## src/rtl/stackcalc_ctrl.sv

```systemverilog
// Command sequencer for the nibble-driven stack calculator.
// TOS lives in a register, deeper entries in an external sync single-port RAM.
module stackcalc_ctrl #(
    parameter int DATA_W = 4,
    parameter int DEPTH  = 8,
    parameter int AW     = 3
) (
    input  logic              clk,
    input  logic              rst,
    input  logic [DATA_W-1:0] cmd,
    input  logic              cmd_valid,
    output logic              cmd_ready,
    output logic [AW-1:0]     mem_addr,
    output logic              mem_we,
    output logic [DATA_W-1:0] mem_wdata,
    input  logic [DATA_W-1:0] mem_rdata,
    output logic [DATA_W-1:0] tos,
    output logic [AW:0]       depth,
    output logic              err,
    output logic              busy
);

    typedef enum logic [1:0] {IDLE, OPND, RD, EX} state_t;

    localparam logic [3:0] OP_PUSH = 4'h1;
    localparam logic [3:0] OP_DROP = 4'h2;
    localparam logic [3:0] OP_DUP  = 4'h3;
    localparam logic [3:0] OP_SWAP = 4'h4;
    localparam logic [3:0] OP_ADD  = 4'h5;
    localparam logic [3:0] OP_SUB  = 4'h6;
    localparam logic [3:0] OP_AND  = 4'h7;
    localparam logic [3:0] OP_OR   = 4'h8;
    localparam logic [3:0] OP_XOR  = 4'h9;
    localparam logic [3:0] OP_NOT  = 4'hA;
    localparam logic [3:0] OP_CLR  = 4'hB;

    localparam logic [AW:0] ONE  = (AW+1)'(1);
    localparam logic [AW:0] TWO  = (AW+1)'(2);
    localparam logic [AW:0] FULL = (AW+1)'(DEPTH);

    state_t            state_q, state_d;
    logic [DATA_W-1:0] tos_q, tos_d;
    logic [AW:0]       depth_q, depth_d;
    logic              err_q, err_d;
    logic [3:0]        op_q, op_d;

    logic              xfer;
    logic              is_empty, has_two, is_full;
    logic [AW:0]       dm1, dm2;
    logic [AW-1:0]     top_addr, nos_addr;
    logic              we_w;
    logic [AW-1:0]     addr_w;
    logic [DATA_W-1:0] wdata_w;

    assign cmd_ready = (state_q == IDLE) || (state_q == OPND);
    assign busy      = (state_q == RD) || (state_q == EX);
    assign xfer      = cmd_valid && cmd_ready;

    assign is_empty = (depth_q == '0);
    assign has_two  = (depth_q >= TWO);
    assign is_full  = (depth_q == FULL);

    // Spill slot is depth-1, next-on-stack is depth-2.
    assign dm1      = depth_q - ONE;
    assign dm2      = depth_q - TWO;
    assign top_addr = dm1[AW-1:0];
    assign nos_addr = dm2[AW-1:0];

    always_comb begin
        state_d = state_q;
        tos_d   = tos_q;
        depth_d = depth_q;
        err_d   = err_q;
        op_d    = op_q;
        we_w    = 1'b0;
        addr_w  = nos_addr;
        wdata_w = tos_q;
        unique case (state_q)
            IDLE: begin
                if (xfer) begin
                    op_d = cmd[3:0];
                    case (cmd[3:0])
                        OP_PUSH: state_d = OPND;
                        OP_DROP: begin
                            if (is_empty) begin
                                err_d = 1'b1;
                            end else if (depth_q == ONE) begin
                                tos_d   = '0;
                                depth_d = '0;
                            end else begin
                                state_d = RD;
                            end
                        end
                        OP_DUP: begin
                            if (is_empty || is_full) begin
                                err_d = 1'b1;
                            end else begin
                                we_w    = 1'b1;
                                addr_w  = top_addr;
                                depth_d = depth_q + ONE;
                            end
                        end
                        OP_SWAP, OP_ADD, OP_SUB, OP_AND, OP_OR, OP_XOR: begin
                            if (!has_two) err_d = 1'b1;
                            else          state_d = RD;
                        end
                        OP_NOT: begin
                            if (is_empty) err_d = 1'b1;
                            else          tos_d = ~tos_q;
                        end
                        OP_CLR: begin
                            tos_d   = '0;
                            depth_d = '0;
                            err_d   = 1'b0;
                        end
                        default: ;
                    endcase
                end
            end
            OPND: begin
                if (xfer) begin
                    state_d = IDLE;
                    if (is_full) begin
                        err_d = 1'b1;
                    end else begin
                        we_w    = !is_empty;
                        addr_w  = top_addr;
                        tos_d   = cmd;
                        depth_d = depth_q + ONE;
                    end
                end
            end
            RD: state_d = EX;
            EX: begin
                state_d = IDLE;
                depth_d = depth_q - ONE;
                case (op_q)
                    OP_DROP: tos_d = mem_rdata;
                    OP_SWAP: begin
                        we_w    = 1'b1;
                        tos_d   = mem_rdata;
                        depth_d = depth_q;
                    end
                    OP_ADD:  tos_d = mem_rdata + tos_q;
                    OP_SUB:  tos_d = mem_rdata - tos_q;
                    OP_AND:  tos_d = mem_rdata & tos_q;
                    OP_OR:   tos_d = mem_rdata | tos_q;
                    OP_XOR:  tos_d = mem_rdata ^ tos_q;
                    default: depth_d = depth_q;
                endcase
            end
            default: state_d = IDLE;
        endcase
    end

    // Reset aborts an op in flight, so no write may leak out that cycle.
    assign mem_we    = we_w && rst;
    assign mem_addr  = addr_w;
    assign mem_wdata = wdata_w;
    assign tos       = tos_q;
    assign depth     = depth_q;
    assign err       = err_q;

    always_ff @(posedge clk) begin
        if (!rst) begin
            state_q <= IDLE;
            tos_q   <= '0;
            depth_q <= '0;
            err_q   <= 1'b0;
            op_q    <= '0;
        end else begin
            state_q <= state_d;
            tos_q   <= tos_d;
            depth_q <= depth_d;
            err_q   <= err_d;
            op_q    <= op_d;
        end
    end

endmodule
```

## config.mk

```make
export PLATFORM = sky130hd
export DESIGN_NAME = stackcalc_ctrl
export DESIGN_NICKNAME = d
export VERILOG_FILES = /design/src/rtl/stackcalc_ctrl.sv
export SDC_FILE = /design/constraint.sdc
export NUM_CORES = 1
export LEC_CHECK = 0
export BUFFER_PORTS_ARGS = -buffer_cell sky130_fd_sc_hd__buf_2
export CAP_MARGIN = 20
export CORE_UTILIZATION = 35
export DETAILED_ROUTE_END_ITERATION = 12
export GPL_ROUTABILITY_DRIVEN = 0
export MAX_ROUTING_LAYER = met4
export SYNTH_ARGS = -nofsm -noshare
export SYNTH_HDL_FRONTEND = slang
export SYNTH_SLANG_ARGS = --single-unit
```

## constraint.sdc

```tcl
create_clock -name clk -period 2.65 [get_ports clk]
set_input_delay 0.265 -clock clk [delete_from_list [all_inputs] [get_ports clk]]
set_output_delay 0.265 -clock clk [all_outputs]
set_load 0.05 [all_outputs]
```

==> results of run 1 <==
-- worst min-delay path, cell delays in order --
cell	delay, ns
buf_2	0.14
o21ai_0	0.07
a21oi_1	0.04
-- area by class of cell --
cell class | count | area, sq um | area share
repair buffers | 36 | 203 | 0.0991
flip-flops and latches | 15 | 303 | 0.148
multi-input cells | 191 | 1340 | 0.655
well taps | 67 | 83.8 | 0.0410
clock buffers | 4 | 45.0 | 0.0220
inverters | 19 | 71.3 | 0.0349
-- worst max-delay path by stage --
stage                  start           end  slack [ns]
global route        depth[1]   mem_addr[2]        0.02
finish              depth[1]   mem_addr[2]        0.17
floorplan           depth[2]   mem_addr[2]        0.02
global placement     op_q[3]  mem_wdata[3]        0.22
detailed placement  depth[1]   mem_addr[1]        0.24
CTS                 depth[1]   mem_addr[1]        0.07
-- what timing repair did --
action / 4_1_cts / 5_1_grt
hold buffers: 0 / 0
gates cloned: 0 / 0
gates resized for setup: 1 / 5
setup endpoints to repair: 1 / 3
-- state kept, by name, summed over array words and instances, names as in the netlist --
signal	cells
state_q	2
mem_wdata	4
op_q	4
err	1
depth	4
-- layer usage --
metal,share of wire,up-vias,GRT usage,routed length (um)
met5,0,-,-,0
met4,0.018,0,0.0684,86
met3,0.045,9,0.0151,216
met2,0.46,68,0.292,2190
met1,0.48,886,0.263,2300
li1,-,908,-,-
-- power by group --
| part | switching (uW) | internal (uW) | total, uW |
|---|---|---|---|
| sequential | 7.61 | 234 | 242 |
| combinational | 148 | 87.1 | 235 |
| clock | 85.0 | 107 | 192 |
| total | 241 | 428 | 669 |
-- through the flow --
stage	instance area (sq um)	hold WS, ns	total power (uW)
6_report	2040	0.309	669
5_1_grt	2040	0.326	706
4_1_cts	2030	0.303	670
3_5_place_dp	1980	0.514	478
3_3_place_gp	1980	0.508	479
2_1_floorplan	1810	0.403	424
-- layout by cell type, fill, tap and decap left out, drive strengths merged, types with 2 or more instances in the layout --
| cell type | count |
|---|---|
| o221ai | 2 |
| xor2 | 2 |
| and2 | 2 |
| or4 | 2 |
| nand2b | 7 |
| a31oi | 4 |
| o22ai | 5 |
| a2111oi | 2 |
| dfxtp | 15 |
| xnor2 | 6 |
| a22oi | 5 |
| nand3 | 3 |
| ha | 19 |
| clkbuf | 5 |
| nor3 | 3 |
| nor2 | 31 |
| nand2 | 14 |
| a311oi | 2 |
| a211oi | 3 |
| a21oi | 23 |
| inv | 19 |
| nor2b | 7 |
| o32ai | 2 |
| buf | 35 |
| mux2i | 6 |
| o31ai | 2 |
| o21ai | 18 |
-- cell families (layout without fill, tap and decap cells) --
logic type      count (synthesis)  after routing  synth area share
mux                             7              7            0.0397
compound gates                 81             81             0.297
simple gates                   75             75             0.211
flops                          15             15             0.167
xor+xnor                        8              8            0.0390
buf+inv                        38             59             0.102
fa+ha+maj                      20             20             0.144
==> metrics, run 1 <==
clk slew on worst S/H paths=0.06 ns; P_leak=0.000850 uW; Boundary Pins=30; H-Tree Depth=1; fraction of layout cells with a size suffix above 1=0.189; Yosys top cell area share=0.167; Fillers=530; Post-synth top cells=31 x nor2_1, 23 x a21oi_1, 19 x ha_1, 19 x inv_1, 18 x o21ai_0; Worst path max stage delay=0.42 ns; Post-Syn Area=0.00180 sq mm; Worst R2R Path Depth=9; Iter 0 DRT Violations=173; yosys warns=0; synthesis-stage register bit count=15; Max Fclk=0.404 GHz; power per cell area=327 mW/mm^2; dpl ws=0.242 ns; crit-path max FO=9; largest net degree at the start of global routing=14; syn nets=275; crit path buf inv count=3; routed wire length=4.79 mm; first-pass GRT wire length=7.81 mm; Final ANT Viol Nets=0; Cell Chain, Critical Path=inv_1, ha_1, nor2b_1, a21oi_2, buf_4, a41oi_1, o21ai_0, o21ai_0, o21ai_0, buf_4; via/cell ratio=5.64; Slew Limit Headroom=0.654; GRT Total Usage=0.191; CP max-delay cell=dfxtp_2; Avg WL per Cell=14.4 um; arrival time worst endpoint=2.21 ns; fin util=0.424; top-count cell post-synth=nor2_1; status=finished, final reports clean; Die Y=73.6 um; post-synthesis sequential area ratio=0.167; Final Non-Filler Cells=332; max-cap violations=0; CTS tree=built; Rows=25; Synth async-reset ratio=0; Crit. path cell count=10; slew of the pin with the lowest slew margin=0.519 ns; Root Driver=clkbuf_8; Unique masters post-synth=53; kind of critical path=flip-flop to output pin; Sum Neg Setup Slack=0 ns; Hold Crit Start=rst; dominant synthesized flop cell=dfxtp_1; clk_skew=0.00230 ns; R2R Path End=mem_wdata[3]; min setup slack post-route=0.174 ns; DP HPWL=3.65 mm; Tcrit/Tclk final=0.934; starting density of the core=0.373; Layout Nets=297; EDFF count, synth=0; number of global-route vias before repair=1,634; peak supply drop=241 uV; crit-path most repeated cell=o21ai_0; Period minus WS final=2.48 ns; reg2reg start=op_q[3]; Final Slew Violations=0; dpl cells=328; cell taking the most area after synthesis=dfxtp_1; CP required=2.38 ns; remaining global-route overflow=0; crit end category=output pin; Hold Fails Final Rpt=0; ant diodes=0; Worst Hold End=mem_wdata[0]; die area=0.00542 sq mm; Hold Crit Class=input pin to flip-flop; DRC errors left=0; total clock sinks=15; Final setup viols=0; setup slack, reg-to-reg=0.27 ns; Core Region=0.00482 sq mm; crit-path leading delay family=compound AO/OA/AOI/OAI gates; clock latency on the worst-skew pair=0.25 ns; Die Span X=73.6 um; Post-CTS Setup Bufs=0; initial antenna violation count=0; clock buffer depth=2; hold depth=3; CTS Buf Count=3; Syn Inst Count=244; area delta synth->final=13.9%; RSZ-0062 raised after global routing=false; synth top area cells=dfxtp_1 17%, ha_1 13%, nor2_1 6.5%, a21oi_1 6.4%, o21ai_0 5.0%; port buffer count=29; Initial DRT Pass Iterations=5; Vias=1,871; average size of a mapped cell=7.36 sq um; startpoint types=flip-flop
No activity file was read; power rests on OpenSTA's default activity.
==> run 2: changes to the inputs <==
- CORE_MARGIN: default -> 2
==> run 2 against run 1 <==
Net effect:
- power is 0.63% higher
- flip-flop and latch count stayed put
- routed wire length is 7.1% higher
- utilization is 2.1 points lower
- clock power is 3% higher
- highest routed layer unchanged
- clock skew hardly changed
- sequential share of layout area is 0.082 points higher
- die area is 5.5% higher
- fmax is 2.3% lower
==> metrics, run 2 (synthesized netlist as in run 1, its figures left out) <==
Root Driver=clkbuf_8 (unchanged); Fillers=537 (was 530); FF+latch area=303 sq um (unchanged); crit-path max FO=9 (unchanged); Cell Chain, Critical Path=inv_1, ha_1, buf_4, nand2b_1, nand3_1, a21oi_1, buf_4, mux2i_4, buf_2 (was inv_1, ha_1, nor2b_1, a21oi_2, buf_4, a41oi_1, o21ai_0, o21ai_0, o21ai_0, buf_4); Sum Neg Setup Slack=0 ns (unchanged); via/cell ratio=5.43 (was 5.64); Die Y=75.6 um (was 73.6 um); RSZ-0062 raised after global routing=false (unchanged); most frequent cells in the layout=31 x nor2_1, 29 x buf_2, 22 x a21oi_1 (was 31 x nor2_1, 27 x buf_2, 21 x a21oi_1); power per cell area=331 mW/mm^2 (was 327 mW/mm^2); arrival time worst endpoint=2.27 ns (was 2.21 ns); Final setup viols=0 (unchanged); met3 WL=206 um (was 216 um); H-Tree Depth=1 (unchanged); crit end category=output pin (unchanged); multi-input logic area=0.00133 sq mm (was 0.00134 sq mm); clk slew on worst S/H paths=0.07 ns (was 0.06 ns); number of global-route vias before repair=1,695 (was 1,634); slew of the pin with the lowest slew margin=0.512 ns (was 0.519 ns); crit-path leading delay family=buffers and inverters (was compound AO/OA/AOI/OAI gates); Final ANT Viol Nets=0 (unchanged); DP HPWL=3.94 mm (was 3.65 mm); fin util=0.403 (was 0.424); routed wire length=5.13 mm (was 4.79 mm); Core Region=0.00504 sq mm (was 0.00482 sq mm); wl on met1=2.31 mm (was 2.30 mm); ant diodes=0 (unchanged); Hold Fails Final Rpt=0 (unchanged); DR WL met2=2.55 mm (was 2.19 mm); most common cell after layout, fill and taps aside=nor2_1 (unchanged); CP required=2.38 ns (about the same); kind of critical path=flip-flop to output pin (unchanged); Post-CTS Setup Bufs=0 (unchanged); Final Slew Violations=0 (unchanged); Period minus WS final=2.54 ns (was 2.48 ns); die area=0.00572 sq mm (was 0.00542 sq mm); Boundary Pins=30 (unchanged); initial antenna violation count=0 (unchanged); Iter 0 DRT Violations=140 (was 173); CTS Buf Count=3 (unchanged); Layout Nets=297 (unchanged); clock latency on the worst-skew pair=0.25 ns (about the same); Worst path max stage delay=0.42 ns (about the same); first-pass GRT wire length=8.20 mm (was 7.81 mm); Initial DRT Pass Iterations=4 (was 5); largest net degree at the start of global routing=14 (unchanged); clk_skew=0.00252 ns (was 0.00230 ns); CTS tree=built (unchanged); Max Fclk=0.394 GHz (was 0.404 GHz); total clock sinks=15 (unchanged); max-cap violations=0 (unchanged); Tcrit/Tclk final=0.957 (was 0.934); status=finished, final reports clean (unchanged); startpoint types=flip-flop (unchanged); Avg WL per Cell=15.3 um (was 14.4 um); peak supply drop=162 uV (was 241 uV); clock buffer depth=2 (unchanged); starting density of the core=0.356 (was 0.373); area delta synth->final=13.2% (was 13.9%); Rows=26 (was 25); crit path buf inv count=4 (was 3); Vias=1,818 (was 1,871); Slew Limit Headroom=0.654 (about the same); Hold Crit Class=input pin to flip-flop (unchanged); DRC errors left=0 (unchanged); P_leak=0.000847 uW (was 0.000850 uW); crit-path most repeated cell=buf_4 (was o21ai_0); max layer used=met4 (unchanged); CP max-delay cell=dfxtp_2 (unchanged); fraction of layout cells with a size suffix above 1=0.189 (unchanged); Die Span X=75.6 um (was 73.6 um); remaining global-route overflow=0 (unchanged); GRT Total Usage=0.190 (was 0.191); port buffer count=29 (unchanged)
==> run 2: cell count changes in the layout (fill, tap and decap cells not counted) <==
cell	delta
buf_2	+2
a21oi_1	+1
a21oi_4	-1
buf_4	-1
clkbuf_1	-1
clkbuf_4	-1
clkinv_2	+1
==> run 2: report_power, final <==
part,internal (uW),total [uW],switching [uW]
logic,85.1,229,144
clock network,104,198,93.9
registers,234,246,11.6
==> run 2: final timing paths <==
| check | slack [ns] | startpoint | cells after the start | to |
|---|---|---|---|---|
| worst max-delay path | 0.11 | depth[0] | 9 | mem_addr[1] |
| worst max register to register | 0.16 | op_q[0] | 8 | mem_wdata[1] |
| worst min-delay path | 0.30 | rst | 3 | mem_wdata[0] |
| worst min register to register | 0.55 | err | 2 | err |
==> run 2: area by class of cell <==
class	instances	share of cell area
sequential	15	0.149
multi-input combinational	191	0.653
tap	70	0.0431
inverter	19	0.0351
timing repair buffer	36	0.0972
clock inverter	1	0.00246
clock buffer	3	0.0203
==> run 2: repair_timing <==
action	4_1_cts	5_1_grt
gates resized for setup	0	1
hold buffers	0	0
endpoints found under the setup margin	0	3
endpoints found under the hold margin	0	0
==> run 2: worst reg2reg max path: cells and delay by family (launching register included) <==
kind	cells	cell delay, ns
compound gates	4	0.61
fa+ha+maj	1	0.54
flops	1	0.40
mux	1	0.38
simple gates	2	0.44
==> run 2: routing by layer <==
| metal | up-vias | global-route usage |
|---|---|---|
| li1 | 909 | - |
| met1 | 854 | 0.240 |
| met2 | 49 | 0.325 |
| met3 | 6 | 0.0212 |
| met4 | 0 | 0.0429 |
| met5 | - | - |
==> run 2: metrics by stage <==
step | hold slack, ns | worst slack (ns) | instances | power [uW] | area (sq um)
detailed placement | 0.523 | 0.219 | 331 | 477 | 1980
CTS | 0.299 | 0.0586 | 335 | 676 | 2030
floorplan | 0.403 | 0.0167 | 244 | 424 | 1810
finish | 0.303 | 0.114 | 335 | 673 | 2030
global route | 0.326 | 0.000539 | 335 | 709 | 2030
global placement | 0.522 | 0.241 | 331 | 478 | 1980
